`src/rtl/reg_stage_fifo.sv`:
```
// reg_stage_fifo: small circular-buffer FIFO that feeds the TABLA pipeline
// data register. dataOut/outValid drive the register's dataIn/wrEn directly.
// Occupancy is reported through count/full/empty. Sticky overflow and
// underflow flags record rejected pushes and pops for debug.
module reg_stage_fifo #(
    parameter int LEN    = 9,
    parameter int DEPTH  = 4,
    parameter int ADDR_W = 2
) (
    input  logic              clk,
    input  logic              reset,
    input  logic              push,
    input  logic [LEN-1:0]    dataIn,
    input  logic              pop,
    output logic [LEN-1:0]    dataOut,
    output logic              outValid,
    output logic              full,
    output logic              empty,
    output logic [ADDR_W:0]   count,
    output logic              overflow,
    output logic              underflow
);

    localparam int CNT_W = ADDR_W + 1;

    logic [LEN-1:0]    mem_r [DEPTH];
    logic [ADDR_W-1:0] wr_ptr_r;
    logic [ADDR_W-1:0] rd_ptr_r;
    logic [CNT_W-1:0]  count_r;
    logic [LEN-1:0]    data_out_r;
    logic              out_valid_r;
    logic              overflow_r;
    logic              underflow_r;

    logic              full_s;
    logic              empty_s;
    logic              pop_ok_s;
    logic              push_ok_s;
    logic [CNT_W-1:0]  count_nxt_s;

    // Occupancy decode and acceptance of push/pop for this cycle
    always_comb begin
        full_s    = (count_r == CNT_W'(DEPTH));
        empty_s   = (count_r == {CNT_W{1'b0}});
        pop_ok_s  = pop & ~empty_s;
        // A full FIFO still takes a write when a read frees a slot on the same edge
        push_ok_s = push & (~full_s | pop_ok_s);
    end

    // Next occupancy: +1 push-only, -1 pop-only, otherwise unchanged
    always_comb begin
        count_nxt_s = count_r;
        case ({push_ok_s, pop_ok_s})
            2'b10:   count_nxt_s = count_r + CNT_W'(1);
            2'b01:   count_nxt_s = count_r - CNT_W'(1);
            2'b11:   count_nxt_s = count_r;
            2'b00:   count_nxt_s = count_r;
            default: count_nxt_s = count_r;
        endcase
    end

    // Storage write; contents need no reset since pointers define validity
    always_ff @(posedge clk) begin
        if (push_ok_s) begin
            mem_r[wr_ptr_r] <= dataIn;
        end
    end

    // Pointers and occupancy; pointers wrap naturally as DEPTH is a power of two
    always_ff @(posedge clk or negedge reset) begin
        if (!reset) begin
            wr_ptr_r <= {ADDR_W{1'b0}};
            rd_ptr_r <= {ADDR_W{1'b0}};
            count_r  <= {CNT_W{1'b0}};
        end else begin
            if (push_ok_s) begin
                wr_ptr_r <= wr_ptr_r + ADDR_W'(1);
            end
            if (pop_ok_s) begin
                rd_ptr_r <= rd_ptr_r + ADDR_W'(1);
            end
            count_r <= count_nxt_s;
        end
    end

    // Registered read port; reading the old entry on a same-address write falls out of NBA ordering
    always_ff @(posedge clk or negedge reset) begin
        if (!reset) begin
            data_out_r  <= {LEN{1'b0}};
            out_valid_r <= 1'b0;
        end else begin
            out_valid_r <= pop_ok_s;
            if (pop_ok_s) begin
                data_out_r <= mem_r[rd_ptr_r];
            end
        end
    end

    // Sticky error flags, cleared only by reset
    always_ff @(posedge clk or negedge reset) begin
        if (!reset) begin
            overflow_r  <= 1'b0;
            underflow_r <= 1'b0;
        end else begin
            if (push && !push_ok_s) begin
                overflow_r <= 1'b1;
            end
            if (pop && !pop_ok_s) begin
                underflow_r <= 1'b1;
            end
        end
    end

    assign dataOut   = data_out_r;
    assign outValid  = out_valid_r;
    assign count     = count_r;
    assign full      = full_s;
    assign empty     = empty_s;
    assign overflow  = overflow_r;
    assign underflow = underflow_r;

endmodule

```
`config.mk`:
```
export PLATFORM = sky130hd
export DESIGN_NAME = reg_stage_fifo
export DESIGN_NICKNAME = d
export VERILOG_FILES = /design/src/rtl/reg_stage_fifo.sv
export SDC_FILE = /design/constraint.sdc
export NUM_CORES = 1
export LEC_CHECK = 0
export CAP_MARGIN = 15
export CORE_AREA = 2 2 60 119
export CTS_BUF_LIST = sky130_fd_sc_hd__clkbuf_4 sky130_fd_sc_hd__clkbuf_8
export DETAILED_ROUTE_END_ITERATION = 16
export DIE_AREA = 0 0 62 121
export GPL_TIMING_DRIVEN = 0
export PLACE_DENSITY = 0.6
export SLEW_MARGIN = 20
export SYNTH_ARGS = -nofsm -noshare
export SYNTH_HDL_FRONTEND = slang
export SYNTH_SLANG_ARGS = --single-unit
export TNS_END_PERCENT = 20
```
`constraint.sdc`:
```
create_clock -name clk -period 2.2 [get_ports clk]
set_clock_uncertainty 0.1 [all_clocks]
set_input_delay 0.33 -clock clk [delete_from_list [all_inputs] [get_ports clk]]
set_output_delay 0.33 -clock clk [all_outputs]
set_load 0.01 [all_outputs]
```
==> results.ini, run 1 <==
[outcome]
status = completed

[yosys]
ys_seq_elements = 55
syn_nets = 148
synthesis.area_um2 = 2170
synth_cell_type_count = 22
ys_seq_area_share_pct = 71.7
syn_inst = 129
synth.avg_cell_area_um2 = 16.8
ys_warn_count = 0

[route]
routedLengthMet1_um = 1350
dr.pass1.iters = 4
top_layer_used = met4
wl_met2_um = 1950
vias = 1105
drt-wirelength-per-cell_um = 13.8
ant_nets = 0
viasPerCell = 4.32
routed_wl_um = 3540
drc = 0
wl_met3_um = 132
drt_iter0_markers = 35

[critical_path]
crit_type = flop to output port
cp-end-kind = output port
worst_ep_required_time_ns = 1.77
critical_path_peak_fanout = 6
start_kind = flop
worstPathArrival_ns = 1.65

[floorplanning]
dieArea_um2 = 7500
core_area_um2 = 6570
die_w_um = 62
start_util_pct = 33.1
fp.dieH_um = 121
row_count = 42
io_pins = 30

[cts]
clockBufferDepth = 2
cts_tree = built
cts_hold_buf = 0
cts_max_level = 2
root_buffer = clkbuf_8
cts_made_buffers = 5
clock-sinks = 55
path_clk_slew_ns = 0.10
clk_latency_ns = 0.32

[sta]
maxSlewHeadroom_pct = 43.1
maxSlewViolCount = 0
period_minus_slack_ns = 2.08
finalWorstSetupSlack_ns = 0.125
setup_violations = 0
tightest_slew_ns = 0.850
fmax_mhz = 482
post-route-period-util_pct = 94.3
hold-worst-slack_ns = 0.372
hold_viol_final = 0
rsz0062_at_grt = no

[grt]
grtUsageTotal_pct = 10.6
antenna_found_initial = 0
overflow = 0
grt_pass1_vias = 1216
grt_pass1_wl_um = 5680
grt_max_degree = 20

[layout]
final_util_pct = 41.2
fin_cells = 256
nets = 186
final_area_um2 = 2710
most-common-layout-cells = 36 x edfxtp_1, 28 x nand2_1, 28 x clkdlybuf4s50_1
drive_above_1_share_pct = 19.0
syn_to_final_growth_pct = 24.7
diodes = 0
final_common_cell = edfxtp_1

[placement]
place_ws_ns = -0.373
port_buffers = 29
place_area_um2 = 2570
gp_congestion = 0.686
hpwl_um = 2590
dpl.cell_count = 246

[pwr]
p_leak_uw = 0.00104
max-vdd-ir-drop_mv = 0.420
power_density_nw_per_um2 = 1260

[run]
max_cap_violations = 0

[hold_path]
hold_class = flop to flop

sequential cells by signal, summed over array words and instances (netlist names):
register	flops
mem_r	36
dataOut	9
count	3
rd_ptr_r	2
wr_ptr_r	2
outValid	1
overflow	1
underflow	1
metal layers:
metal  global-route usage (%)  up-vias
met5                        0        -
met4                     6.38        0
met3                     3.09       10
met2                     18.1       31
met1                     10.7      534
li1                         -      530
cell usage after synthesis:
master / count / share of area [%]
edfxtp_1: 36 / 50
nand2_1: 28 / 4.8
dfrtp_1: 19 / 22
mux4_2: 9 / 9.3
inv_1: 7 / 1.2
ha_1: 5 / 2.9
and2_1: 4 / 1.2
xnor2_1: 4 / 1.6
a21o_1: 2 / 0.69
buf_2: 2 / 0.46
xor2_1: 2 / 0.81
and3_1: 1 / 0.29
buf_6: 1 / 0.52
clkbuf_2: 1 / 0.23
fa_1: 1 / 0.92
mux2_4: 1 / 0.69
mux2i_1: 1 / 0.46
nor2_1: 1 / 0.17
nor2b_2: 1 / 0.40
nor3_1: 1 / 0.23
nor4b_4: 1 / 1.1
o31ai_1: 1 / 0.35
final timing paths:
| check | startpoint | to | slack, ns | cells past startpoint |
|---|---|---|---|---|
| setup / recovery | count[0] | empty | 0.12 | 2 |
| hold / removal | overflow | overflow | 0.37 | 1 |
| setup reg to reg | count[1] | count[2] | 0.14 | 9 |
| hold reg to reg | overflow | overflow | 0.37 | 1 |
| max in group asynchronous | reset | count[1] | 1.03 | 1 |
| min in group asynchronous | reset | dataOut[3] | 0.39 | 1 |
cell families after synthesis:
group | Yosys count | synth area share, %
DFF | 55 | 71.7
and+or+nand+nor | 37 | 8.18
buffers and inverters | 11 | 2.42
muxes | 11 | 10.5
xor gates and xnor gates | 6 | 2.42
adders and majority gates | 6 | 3.80
AOI/OAI and AO/OA | 3 | 1.04
what timing repair did:
action / 4_1_cts / 5_1_grt
gates resized for setup: 3 / 7
pin swaps: 1 / 2
buffers inserted: 0 / 2
endpoints found under the setup margin: 1 / 2
layout make-up:
type | count | area (um^2)
inverter | 7 | 26.3
buffer | 4 | 28.8
multi-input combinational | 63 | 588
clock buffer | 5 | 68.8
timing repair buffer | 31 | 304
fill | 609 | 3860
tap | 88 | 110
sequential | 55 | 1560
clock inverter | 3 | 22.5
critical path, stage by stage, from the launching register on:
cell and delay [ns]:
dfrtp_2 0.47, nor3_1 0.27, clkdlybuf4s50_1 0.59
metrics by stage:
stage | total power (uW) | setup TNS (ns)
after global placement | 2800 | -0.828
after detailed placement | 2850 | -1.67
after global routing | 3630 | 0
final | 3400 | 0
after CTS | 3420 | 0
after floorplan | 2330 | 0
power by group:
part	switching (uW)	total [uW]	internal (uW)
clock network	333	564	231
logic	561	1250	686
registers	163	1590	1430
Power figures use the tool's default switching activity.
==> run 2, diff against run 1 <==
--- a/config.mk
+++ b/config.mk
@@ -6,12 +6,12 @@
 export NUM_CORES = 1
 export LEC_CHECK = 0
 export CAP_MARGIN = 15
-export CORE_AREA = 2 2 60 119
+export CORE_AREA = 2 2 50 99
 export CTS_BUF_LIST = sky130_fd_sc_hd__clkbuf_4 sky130_fd_sc_hd__clkbuf_8
 export DETAILED_ROUTE_END_ITERATION = 16
-export DIE_AREA = 0 0 62 121
+export DIE_AREA = 0 0 52 101
 export GPL_TIMING_DRIVEN = 0
-export PLACE_DENSITY = 0.6
+export PLACE_DENSITY = 0.8
 export SLEW_MARGIN = 20
 export SYNTH_ARGS = -nofsm -noshare
 export SYNTH_HDL_FRONTEND = slang
==> results.ini, run 2 (synthesized netlist as in run 1, its figures left out) <==
[outcome]
status = completed

[sta]
hold_viol_final = 0  ; unchanged
finalWorstSetupSlack_ns = 0.0903  ; -0.0345 ns
maxSlewHeadroom_pct = 41.6  ; -1.6 points
period_minus_slack_ns = 2.11  ; +0.0345 ns
tightest_slew_ns = 0.874  ; +0.0232 ns
hold-worst-slack_ns = 0.365  ; -0.00684 ns
setup_violations = 0  ; unchanged
rsz0062_at_grt = yes
maxSlewViolCount = 0  ; unchanged
fmax_mhz = 474  ; -1.6%
post-route-period-util_pct = 95.9  ; +1.6 points

[pwr]
p_int_uw = 2510  ; +7.0%
power_density_nw_per_um2 = 1310  ; +4.6%
p_switching_uw = 1070  ; +1.3%
max-vdd-ir-drop_mv = 0.713  ; +70%
power_frac_clock_pct = 18.8  ; +2.2 points
p_seq_share_pct = 44.5  ; -2.2 points
p_leak_uw = 0.00110  ; +5.7%
sw_frac_of_total_pct = 29.9  ; -1.2 points
pwr-share-comb_pct = 36.7  ; about the same

[floorplanning]
dieArea_um2 = 5250  ; -30%
row_count = 35  ; -17%
io_pins = 30  ; unchanged
start_util_pct = 48.2  ; +15 points
core_area_um2 = 4510  ; -31%
die_w_um = 52  ; -16%
fp.dieH_um = 101  ; -17%

[cts]
cts_hold_buf = 0  ; unchanged
clk_latency_ns = 0.31  ; about the same
root_buffer = clkbuf_8
cts_made_buffers = 5  ; unchanged
clockBufferDepth = 2  ; unchanged
clock-sinks = 55  ; unchanged
cts_tree = built
path_clk_slew_ns = 0.09  ; about the same
cts_max_level = 2  ; unchanged

[critical_path]
r2r_slack_ns = 0.09  ; -0.05 ns
cp-end-kind = flop
worst_ep_required_time_ns = 2.30  ; +0.53 ns
start_kind = flop
critical_path_peak_fanout = 11  ; +5
crit_type = flop to flop
worstPathArrival_ns = 2.21  ; +0.56 ns

[grt]
grt_pass1_vias = 1233  ; +1.4%
grt_pass1_wl_um = 6010  ; +5.8%
overflow = 0  ; unchanged
grt_max_degree = 20  ; unchanged
antenna_found_initial = 0  ; unchanged
grtUsageTotal_pct = 16.4  ; +5.8 points

[route]
vias = 1160  ; +5.0%
dr.pass1.iters = 4  ; unchanged
viasPerCell = 5.11  ; +18%
drc = 0  ; unchanged
drt_iter0_markers = 38  ; +8.6%
routed_wl_um = 3660  ; +3.2%
drt-wirelength-per-cell_um = 16.1  ; +16%
ant_nets = 0  ; unchanged

[layout]
largest_reg_flops = 36  ; unchanged
most-common-layout-cells = 36 x edfxtp_1, 28 x nand2_1, 26 x clkdlybuf4s50_1
nets = 190  ; +2.2%
drive_above_1_share_pct = 21.5  ; +2.5 points
largest-register = mem_r
fin_cells = 227  ; -11%
diodes = 0  ; unchanged
final_common_cell = edfxtp_1
syn_to_final_growth_pct = 25.5
n_fill_cell = 350  ; -43%

[hold_path]
hold_class = flop to flop

[placement]
gp_congestion = 0.730  ; +6.4%
dpl.cell_count = 213  ; -13%
port_buffers = 29  ; unchanged
place_ws_ns = -0.426  ; -0.0528 ns
hpwl_um = 2520  ; -2.5%

[run]
max_cap_violations = 0  ; unchanged

[run 2: area by class of cell]
cell class                 count  area, um^2  area share (%)
sequential                    55        1560            57.3
multi-input combinational     63         587            21.5
clock inverter                 2        38.8            1.42
timing repair buffer          35         339            12.4
buffer                         4        28.8            1.06
inverter                       7        26.3           0.964
tap                           55        68.8            2.53
clock buffer                   6        76.3            2.80
[run 2: worst max-delay path: stages, from the launching register on]
cell and delay (ns):
dfrtp_2 0.44, buf_4 0.15, o31ai_4 0.20, inv_1 0.08, buf_4 0.19, ha_2 0.20
inv_1 0.07, fa_2 0.19, xor2_1 0.15, nor2_1 0.08, xor2_1 0.14
[run 2: what timing repair did]
item                       4_1_cts  5_1_grt
buffers inserted                 3        3
gates cloned                     0        0
setup endpoints to repair        1        4
pin swaps                        1        2
resized for setup                3       10
[run 2: final timing paths]
path	startpoint	end	cells past startpoint
worst max-delay path	count[1]	count[2]	10
worst min-delay path	overflow	overflow	1
worst max register to register	count[1]	count[2]	10
worst min register to register	overflow	overflow	1
max in group asynchronous	reset	count[1]	1
min in group asynchronous	reset	dataOut[1]	1
[run 2: power groups by stage]
| stage | Combinational (uW) | Sequential (uW) | Clock [uW] |
|---|---|---|---|
| after floorplan | 688 | 1640 | 0 |
| after global placement | 1190 | 1600 | 0 |
| after detailed placement | 1240 | 1620 | 0 |
| after CTS | 1290 | 1590 | 694 |
| after global routing | 1470 | 1630 | 725 |
| final | 1310 | 1590 | 672 |
[run 2: routing by layer]
layer / vias to the layer above / routed length (um) / global-route usage, %
li1: 537 / - / -
met4: 0 / 80 / 7.29
met1: 580 / 1330 / 18.4
met3: 7 / 189 / 4.15
met2: 36 / 2060 / 28.3
met5: - / 0 / 0
[run 2: stage by stage]
| stage | cell area (um^2) | power (uW) | util [%] | TNS, ns |
|---|---|---|---|---|
| detailed placement | 2530 | 2860 | 56.1 | -0.813 |
| global placement | 2530 | 2790 | 56.1 | -0.523 |
| CTS | 2670 | 3570 | 59.2 | 0 |
| global route | 2730 | 3820 | 60.4 | -0.0306 |
| finish | 2730 | 3580 | 60.4 | 0 |
| floorplan | 2170 | 2330 | - | 0 |
